File: src/rtl/spi_master_ctrl_if.sv
// Host/serial bundle for the SPI initiator.
// The "master" modport is the controller's own view (it is the SPI master).
// The "slave" modport is the surrounding host sequencer plus the serial slave.
interface spi_master_ctrl_if;
    logic       start;
    logic [9:0] cmd;
    logic       busy;
    logic       done;
    logic       rd_valid;
    logic [7:0] rd_data;
    logic       SS_n;
    logic       MOSI;
    logic       MISO;

    modport master (
        input  start,
        input  cmd,
        input  MISO,
        output busy,
        output done,
        output rd_valid,
        output rd_data,
        output SS_n,
        output MOSI
    );

    modport slave (
        output start,
        output cmd,
        output MISO,
        input  busy,
        input  done,
        input  rd_valid,
        input  rd_data,
        input  SS_n,
        input  MOSI
    );
endinterface

File: src/rtl/spi_master_ctrl.sv
// SPI initiator: frames a 10-bit command as a select bit followed by the
// command MSB first.  For read-data commands it also shifts in one response
// byte.  Every output is registered; each next-state decision also sets the
// next value of each output, so the outputs change on the same edge as the
// state.
module spi_master_ctrl #(
    parameter int unsigned HOLD_CYC = 2,
    parameter int unsigned TA_CYC   = 2,
    parameter int unsigned GAP_CYC  = 1
) (
    input  logic               clk,
    input  logic               rst,
    spi_master_ctrl_if.master  bus
);

    localparam int unsigned OUT_LAST  = 9;
    localparam int unsigned IN_LAST   = 7;
    localparam int unsigned HOLD_LAST = (HOLD_CYC > 0) ? HOLD_CYC - 1 : 0;
    localparam int unsigned TA_LAST   = (TA_CYC > 0) ? TA_CYC - 1 : 0;
    localparam int unsigned GAP_LAST  = (GAP_CYC > 1) ? GAP_CYC - 2 : 0;
    localparam int unsigned MAX_A     = (HOLD_LAST > TA_LAST) ? HOLD_LAST : TA_LAST;
    localparam int unsigned MAX_B     = (MAX_A > GAP_LAST) ? MAX_A : GAP_LAST;
    localparam int unsigned MAX_CNT   = (MAX_B > OUT_LAST) ? MAX_B : OUT_LAST;
    localparam int unsigned CNT_W     = $clog2(MAX_CNT + 1);

    typedef enum logic [3:0] {
        IDLE,
        SELECT,
        CMD,
        SHIFT_OUT,
        HOLD,
        TURN,
        SHIFT_IN,
        FINISH,
        GAP
    } state_t;

    state_t           state_q, state_d;
    logic [CNT_W-1:0] cnt_q, cnt_d;
    logic [9:0]       tx_q, tx_d;
    logic             rd_frame_q, rd_frame_d;
    logic [7:0]       rx_q, rx_d;
    logic             ss_n_q, ss_n_d;
    logic             mosi_q, mosi_d;
    logic             busy_q, busy_d;
    logic             done_q, done_d;
    logic             rd_valid_q, rd_valid_d;
    logic [7:0]       rd_data_q, rd_data_d;

    // State, datapath and output registers
    always_ff @(posedge clk) begin
        if (rst) begin
            state_q    <= IDLE;
            cnt_q      <= '0;
            tx_q       <= '0;
            rd_frame_q <= 1'b0;
            rx_q       <= '0;
            ss_n_q     <= 1'b1;
            mosi_q     <= 1'b0;
            busy_q     <= 1'b0;
            done_q     <= 1'b0;
            rd_valid_q <= 1'b0;
            rd_data_q  <= '0;
        end else begin
            state_q    <= state_d;
            cnt_q      <= cnt_d;
            tx_q       <= tx_d;
            rd_frame_q <= rd_frame_d;
            rx_q       <= rx_d;
            ss_n_q     <= ss_n_d;
            mosi_q     <= mosi_d;
            busy_q     <= busy_d;
            done_q     <= done_d;
            rd_valid_q <= rd_valid_d;
            rd_data_q  <= rd_data_d;
        end
    end

    // Next-state and next-output decode
    always_comb begin
        state_d    = state_q;
        cnt_d      = cnt_q;
        tx_d       = tx_q;
        rd_frame_d = rd_frame_q;
        rx_d       = rx_q;
        ss_n_d     = ss_n_q;
        mosi_d     = mosi_q;
        busy_d     = busy_q;
        done_d     = 1'b0;
        rd_valid_d = 1'b0;
        rd_data_d  = rd_data_q;

        case (state_q)
            IDLE: begin
                ss_n_d = 1'b1;
                mosi_d = 1'b0;
                busy_d = 1'b0;
                cnt_d  = '0;
                if (bus.start) begin
                    state_d    = SELECT;
                    tx_d       = bus.cmd;
                    rd_frame_d = (bus.cmd[9:8] == 2'b11);
                    ss_n_d     = 1'b0;
                    busy_d     = 1'b1;
                end
            end

            SELECT: begin
                state_d = CMD;
                mosi_d  = tx_q[9];
            end

            // Command-select bit is cmd[9]; the MSB then repeats as the first data bit
            CMD: begin
                state_d = SHIFT_OUT;
                mosi_d  = tx_q[9];
                cnt_d   = '0;
            end

            SHIFT_OUT: begin
                if (cnt_q == CNT_W'(OUT_LAST)) begin
                    cnt_d  = '0;
                    mosi_d = 1'b0;
                    if (rd_frame_q) begin
                        state_d = (TA_CYC == 0) ? SHIFT_IN : TURN;
                    end else if (HOLD_CYC == 0) begin
                        state_d = FINISH;
                        ss_n_d  = 1'b1;
                        done_d  = 1'b1;
                    end else begin
                        state_d = HOLD;
                    end
                end else begin
                    cnt_d  = cnt_q + CNT_W'(1);
                    tx_d   = {tx_q[8:0], 1'b0};
                    mosi_d = tx_q[8];
                end
            end

            HOLD: begin
                if (cnt_q == CNT_W'(HOLD_LAST)) begin
                    state_d = FINISH;
                    cnt_d   = '0;
                    ss_n_d  = 1'b1;
                    done_d  = 1'b1;
                end else begin
                    cnt_d = cnt_q + CNT_W'(1);
                end
            end

            TURN: begin
                if (cnt_q == CNT_W'(TA_LAST)) begin
                    state_d = SHIFT_IN;
                    cnt_d   = '0;
                end else begin
                    cnt_d = cnt_q + CNT_W'(1);
                end
            end

            // MISO is captured MSB first at the end of each cycle
            SHIFT_IN: begin
                rx_d = {rx_q[6:0], bus.MISO};
                if (cnt_q == CNT_W'(IN_LAST)) begin
                    state_d    = FINISH;
                    cnt_d      = '0;
                    ss_n_d     = 1'b1;
                    done_d     = 1'b1;
                    rd_valid_d = 1'b1;
                    rd_data_d  = {rx_q[6:0], bus.MISO};
                end else begin
                    cnt_d = cnt_q + CNT_W'(1);
                end
            end

            FINISH: begin
                ss_n_d = 1'b1;
                mosi_d = 1'b0;
                cnt_d  = '0;
                if (GAP_CYC <= 1) begin
                    state_d = IDLE;
                    busy_d  = 1'b0;
                end else begin
                    state_d = GAP;
                end
            end

            GAP: begin
                if (cnt_q == CNT_W'(GAP_LAST)) begin
                    state_d = IDLE;
                    cnt_d   = '0;
                    busy_d  = 1'b0;
                end else begin
                    cnt_d = cnt_q + CNT_W'(1);
                end
            end

            default: begin
                state_d = IDLE;
                ss_n_d  = 1'b1;
                mosi_d  = 1'b0;
                busy_d  = 1'b0;
                cnt_d   = '0;
            end
        endcase
    end

    assign bus.SS_n     = ss_n_q;
    assign bus.MOSI     = mosi_q;
    assign bus.busy     = busy_q;
    assign bus.done     = done_q;
    assign bus.rd_valid = rd_valid_q;
    assign bus.rd_data  = rd_data_q;

endmodule

File: src/flat_wrapper.sv
// flat-port wrapper written by rule: the top's interface ports become plain ports
module spi_master_ctrl_flat 
#(
    parameter int unsigned HOLD_CYC = 2,
    parameter int unsigned TA_CYC   = 2,
    parameter int unsigned GAP_CYC  = 1
)
  (clk, rst, bus_start, bus_cmd, bus_MISO, bus_busy, bus_done, bus_rd_valid, bus_rd_data, bus_SS_n, bus_MOSI);
  spi_master_ctrl_if bus_i ();
  input  logic clk;
  input  logic rst;
  input wire logic [$bits(bus_i.start)-1:0] bus_start;
  input wire logic [$bits(bus_i.cmd)-1:0] bus_cmd;
  input wire logic [$bits(bus_i.MISO)-1:0] bus_MISO;
  output wire logic [$bits(bus_i.busy)-1:0] bus_busy;
  output wire logic [$bits(bus_i.done)-1:0] bus_done;
  output wire logic [$bits(bus_i.rd_valid)-1:0] bus_rd_valid;
  output wire logic [$bits(bus_i.rd_data)-1:0] bus_rd_data;
  output wire logic [$bits(bus_i.SS_n)-1:0] bus_SS_n;
  output wire logic [$bits(bus_i.MOSI)-1:0] bus_MOSI;
  assign bus_i.start = bus_start;
  assign bus_i.cmd = bus_cmd;
  assign bus_i.MISO = bus_MISO;
  assign bus_busy = bus_i.busy;
  assign bus_done = bus_i.done;
  assign bus_rd_valid = bus_i.rd_valid;
  assign bus_rd_data = bus_i.rd_data;
  assign bus_SS_n = bus_i.SS_n;
  assign bus_MOSI = bus_i.MOSI;
  spi_master_ctrl #(.HOLD_CYC(HOLD_CYC), .TA_CYC(TA_CYC), .GAP_CYC(GAP_CYC)) u_core (.clk(clk), .rst(rst), .bus(bus_i));
endmodule
File: config.mk
export PLATFORM = sky130hd
export DESIGN_NAME = spi_master_ctrl_flat
export DESIGN_NICKNAME = d
export VERILOG_FILES = /design/src/rtl/spi_master_ctrl_if.sv /design/src/rtl/spi_master_ctrl.sv /design/src/flat_wrapper.sv
export SDC_FILE = /design/constraint.sdc
export NUM_CORES = 1
export LEC_CHECK = 0
export BUFFER_PORTS_ARGS = -buffer_cell sky130_fd_sc_hd__buf_2
export CAP_MARGIN = 5
export CORE_AREA = 3 3 71 73
export CTS_BUF_LIST = sky130_fd_sc_hd__clkbuf_4 sky130_fd_sc_hd__clkbuf_8
export DETAILED_ROUTE_END_ITERATION = 16
export DIE_AREA = 0 0 74 76
export PLACE_DENSITY = 0.56
export SLEW_MARGIN = 10
export SYNTH_ARGS = -nofsm -noshare
export SYNTH_HDL_FRONTEND = slang
export SYNTH_SLANG_ARGS = --single-unit
File: constraint.sdc
create_clock -name clk -period 1.8 [get_ports clk]
set_input_delay 0.09 -clock clk [delete_from_list [all_inputs] [get_ports clk]]
set_output_delay 0.09 -clock clk [all_outputs]
set_load 0.1 [all_outputs]
==> results by stage <==
Logic synthesis:
- The count of synthesis-stage warnings from yosys is 0.
- After synthesis, the netlist uses 45 different library cells.
- A synthesized cell averages 9.07 um2.
- The synthesized design contains 0 enable-type register cells.
- The biggest area contributor in the post-synthesis netlist is sky130_fd_sc_hd__dfxtp_1.
- In this run the biggest area consumer among cell types represents 43.2% of the synthesized area.
- The synthesized flop and latch total is 38.
- The number of standard cells after synthesis is 194.
- The async set-or-reset flop fraction in the synthesized netlist is 0%.
- The part of the Yosys area used for sequential elements is 43.2%.
- Counting every net in the synthesized netlist gives 210.
- The cell area after synthesis is 0.00176 mm2.
- In the post-synthesis netlist, the biggest area contributors are sky130_fd_sc_hd__dfxtp_1 43%, sky130_fd_sc_hd__mux2i_1 9.7%, sky130_fd_sc_hd__nor2_1 4.7%.
- The predominant post-synthesis flop cell is sky130_fd_sc_hd__dfxtp_1.

Placement:
- The final RePlAce weighted congestion is 0.860.
- The number of buffer cells added on primary ports is 26.
- The estimated wirelength of the detail-placed design is 2.64 mm.

Route:
- Dividing the detail-routed wire length by the instance count gives 13.2 um.
- In the routed layout, each cell is associated on average with a via count of 5.30.
- The count of nets left with antenna violations after detail routing is 0.
- The starting DRC count in detailed routing is 44.
- The detailed router placed 1,484 vias in this run.
- The final routed DRC violation total is 0.
- The first TritonRoute pass finished after 4 iterations.
- The routed design has 3.71 mm of wire.

Global route:
- The initial antenna violation count is 0.
- The via count of the first global-routing pass is 1,432.
- The global-route congestion overflow total is 0.
- The pin count of the biggest net entering global routing is 24.
- In the global route stage, overall resource usage came out at 14.7%.
- The first global-routing pass estimated 6.69 mm of wire.

Critical path:
- The setup slack on the worst flop-to-flop path is 110 ps.
- The worst setup path is captured at a flop.
- The maximum fanout encountered on the critical timing path is 4.
- In this run the worst setup path begins at u_core.cnt_q[1]$_SDFFE_PP0N_.
- The kind of start point of the critical path is a flop.
- For the worst setup path, the data arrival time is 1890 ps.
- The classification of the worst setup path is reg2reg.
- Traced cell by cell, the critical path runs through inv_1 > ha_1 > nand2b_1 > o21ai_1 > a2111o_1 > a221oi_1.
- Data on the critical path is required at its endpoint by 2000 ps.
- The worst register-to-register path ends at u_core.cnt_q[2]$_SDFFE_PP0N_.
- The slowest stage of the critical path belongs to the cell sky130_fd_sc_hd__a2111o_1.
- The startpoint of the worst register-to-register path is u_core.cnt_q[1]$_SDFFE_PP0N_.
- The depth of the worst register-to-register path is 6.
- The largest single stage delay on the critical path is 460 ps.

Timing:
- Derived from the worst setup path, the maximum achievable clock frequency is 590 MHz.
- Headroom to the max-slew limit came out at 67.7%.
- The final number of max-transition violations came to 0.
- The fraction of the cycle the final worst path needs is 94.1%.
- Setup total negative slack on the finished layout was measured at 0 ps.
- The final count of hold timing violations came to 0.
- Setup repair after global routing left no endpoint under its margin.
- For the finished layout, the period the worst path requires is 1690 ps.
- For the pin with the worst max-slew slack, the measured transition is 488 ps.
- The worst-case clock skew is 8.19 ps.
- Setup violations remaining at the end of the flow were counted as 0.

Floorplanning:
- The starting density of the core is 39.9%.
- Pin placement for this block handled 27 I/O pins.
- From bottom edge to top edge, the die measures 76 um.
- The die covers 0.00562 mm2.
- The placeable core area is 0.00441 mm2.
- The width of the die is 74 um.
- The number of placement rows is 24.

Power and ir drop:
- Cell internal power was estimated by the tool at 0.00154 W.
- The switching part of the total power is 24.5%.
- In this run the static leakage power is 0.893 nW.
- In this run the power spent charging and discharging nets is 0.000501 W.
- The share of total power dissipated in sequential elements is 44.8%.
- The part of the total power dissipated in combinational logic is 12.6%.
- The clock network burns 42.6% of the power.
- The ratio of total power to cell area is 953 mW/mm2.
- VDD sags by at most 0.471 mV.

Cells and area:
- The library cell used most frequently in the layout, excluding fill and tap cells, is sky130_fd_sc_hd__dfxtp_1.
- The post-layout net count is 243.
- The share of final-layout standard cells stronger than drive strength 1 is 26.3%.
- The top cell types in the final layout, fill and taps aside, are 36 x sky130_fd_sc_hd__dfxtp_1, 26 x sky130_fd_sc_hd__buf_2, 22 x sky130_fd_sc_hd__nor2_1.
- The antenna diode count is 0.
- The area growth from synthesis to layout is 21.8%.
- Cells fill 48.5% of the core in the end.

Clock tree:
- The longest clock path from root to sink contains 2 buffers.
- The number of clock buffers added by TritonCTS is 5.
- The worst-skew pair later-pin latency is 290 ps.
- The number of hold buffers added after CTS was 0.
- The deepest level of the CTS H-tree is 2.
- Clock-pin slew was measured on the worst setup and hold paths at 80 ps.
- Counting every sink on the clock net gives 38.
- TritonCTS built the clock tree.
- The clock root buffer is sky130_fd_sc_hd__clkbuf_8.

Min path:
- The type of the worst min-delay path is in2reg.
- The worst min-delay path startpoint is bus_MISO.
- The end point of the most critical hold path is u_core.rx_q[0]$_SDFFE_PP0N_.
- The instance count along the most critical hold path is 3.

Outcome:
- The run finished with clean final reports.

Run:
- Max-cap violations in this run came to 0.
## repair_timing
item / in CTS / in global routing
endpoints found under the setup margin: 0 / 12
resized for setup: 0 / 4
setup buffers: 0 / 3
## worst max path at each step
stage	end
global route	u_core.state_q[0]$_SDFFE_PP0P_
CTS	u_core.state_q[0]$_SDFFE_PP0P_
detailed placement	u_core.state_q[0]$_SDFFE_PP0P_
floorplan	u_core.state_q[0]$_SDFFE_PP0P_
global placement	u_core.state_q[0]$_SDFFE_PP0P_
finish	u_core.cnt_q[2]$_SDFFE_PP0N_
## sequential cells by signal, indices dropped and copies added, names as in the netlist
register,cells
u_core.tx_q,10
u_core.bus.rd_data,8
u_core.rx_q,7
u_core.cnt_q,4
u_core.state_q,3
u_core.bus.MOSI,1
u_core.bus.SS_n,1
u_core.bus.busy,1
u_core.bus.done,1
u_core.bus.rd_valid,1
u_core.rd_frame_q,1
## synthesized netlist by cell type, drive strengths merged, types with 2 or more instances
cell type	instances
dfxtp	38
nor2	24
nand2	19
mux2i	17
a21oi	16
a211oi	9
buf	8
clkbuf	7
o21ai	6
inv	5
nand3	5
nand3b	4
and3b	3
o31ai	3
a221oi	2
ha	2
nand4b	2
nor3	2
nor4	2
nor4b	2
## per-layer routing
layer	vias to the layer above	global-route usage (%)	part of all wire, %
met5	-	0	0
met4	0	4.71	0.94
met3	5	4.22	4.3
met2	32	20.7	44
met1	684	21.3	51
li1	763	-	-
## layout make-up
cell class / instances / area (um2)
Fill cell: 427 / 2270
Multi-Input combinational cell: 136 / 890
Sequential cell: 38 / 763
Timing Repair Buffer: 41 / 268
Clock buffer: 5 / 68.8
Clock inverter: 3 / 68.8
Tap cell: 52 / 65.1
Inverter: 5 / 18.8
## through the flow
step           total power (W)  hold slack (ps)  instances  setup WS [ps]  cell area (um2)
2_1_floorplan          0.00112              226        194            251             1760
3_3_place_gp           0.00117              355        269           1.03             1970
3_5_place_dp           0.00117              362        269           24.1             1970
4_1_cts                0.00205             43.8        277           4.19             2100
5_1_grt                0.00213             59.5        280           8.32             2140
6_report               0.00204             47.9        280            106             2140
## critical path, delay by kind of cell, from the launching register on
family | cells | cell delay [ps]
compound gates | 3 | 830
fa+ha+maj | 1 | 210
buf+inv | 1 | 60
flops | 1 | 380
simple gates | 1 | 120
## kinds of logic (layout without fill, tap and decap cells)
| logic type | Yosys count | in the layout | share of synthesized area [%] |
|---|---|---|---|
| compound gates | 46 | 46 | 18.4 |
| xor+xnor | 1 | 1 | 0.498 |
| fa+ha+maj | 2 | 2 | 1.42 |
| buf+inv | 20 | 54 | 6.26 |
| flops | 38 | 38 | 43.2 |
| mux | 17 | 17 | 9.67 |
| simple gates | 70 | 70 | 20.6 |
## power groups by stage
stage	Clock [W]	Sequential, W	Combinational (W)
after global routing	0.000929	0.000920	0.000285
after global placement	0	0.000932	0.000241
after CTS	0.000891	0.000912	0.000245
after floorplan	0	0.000961	0.000157
after detailed placement	0	0.000931	0.000244
final	0.000869	0.000914	0.000258
(Power assumes the default switching activity.)
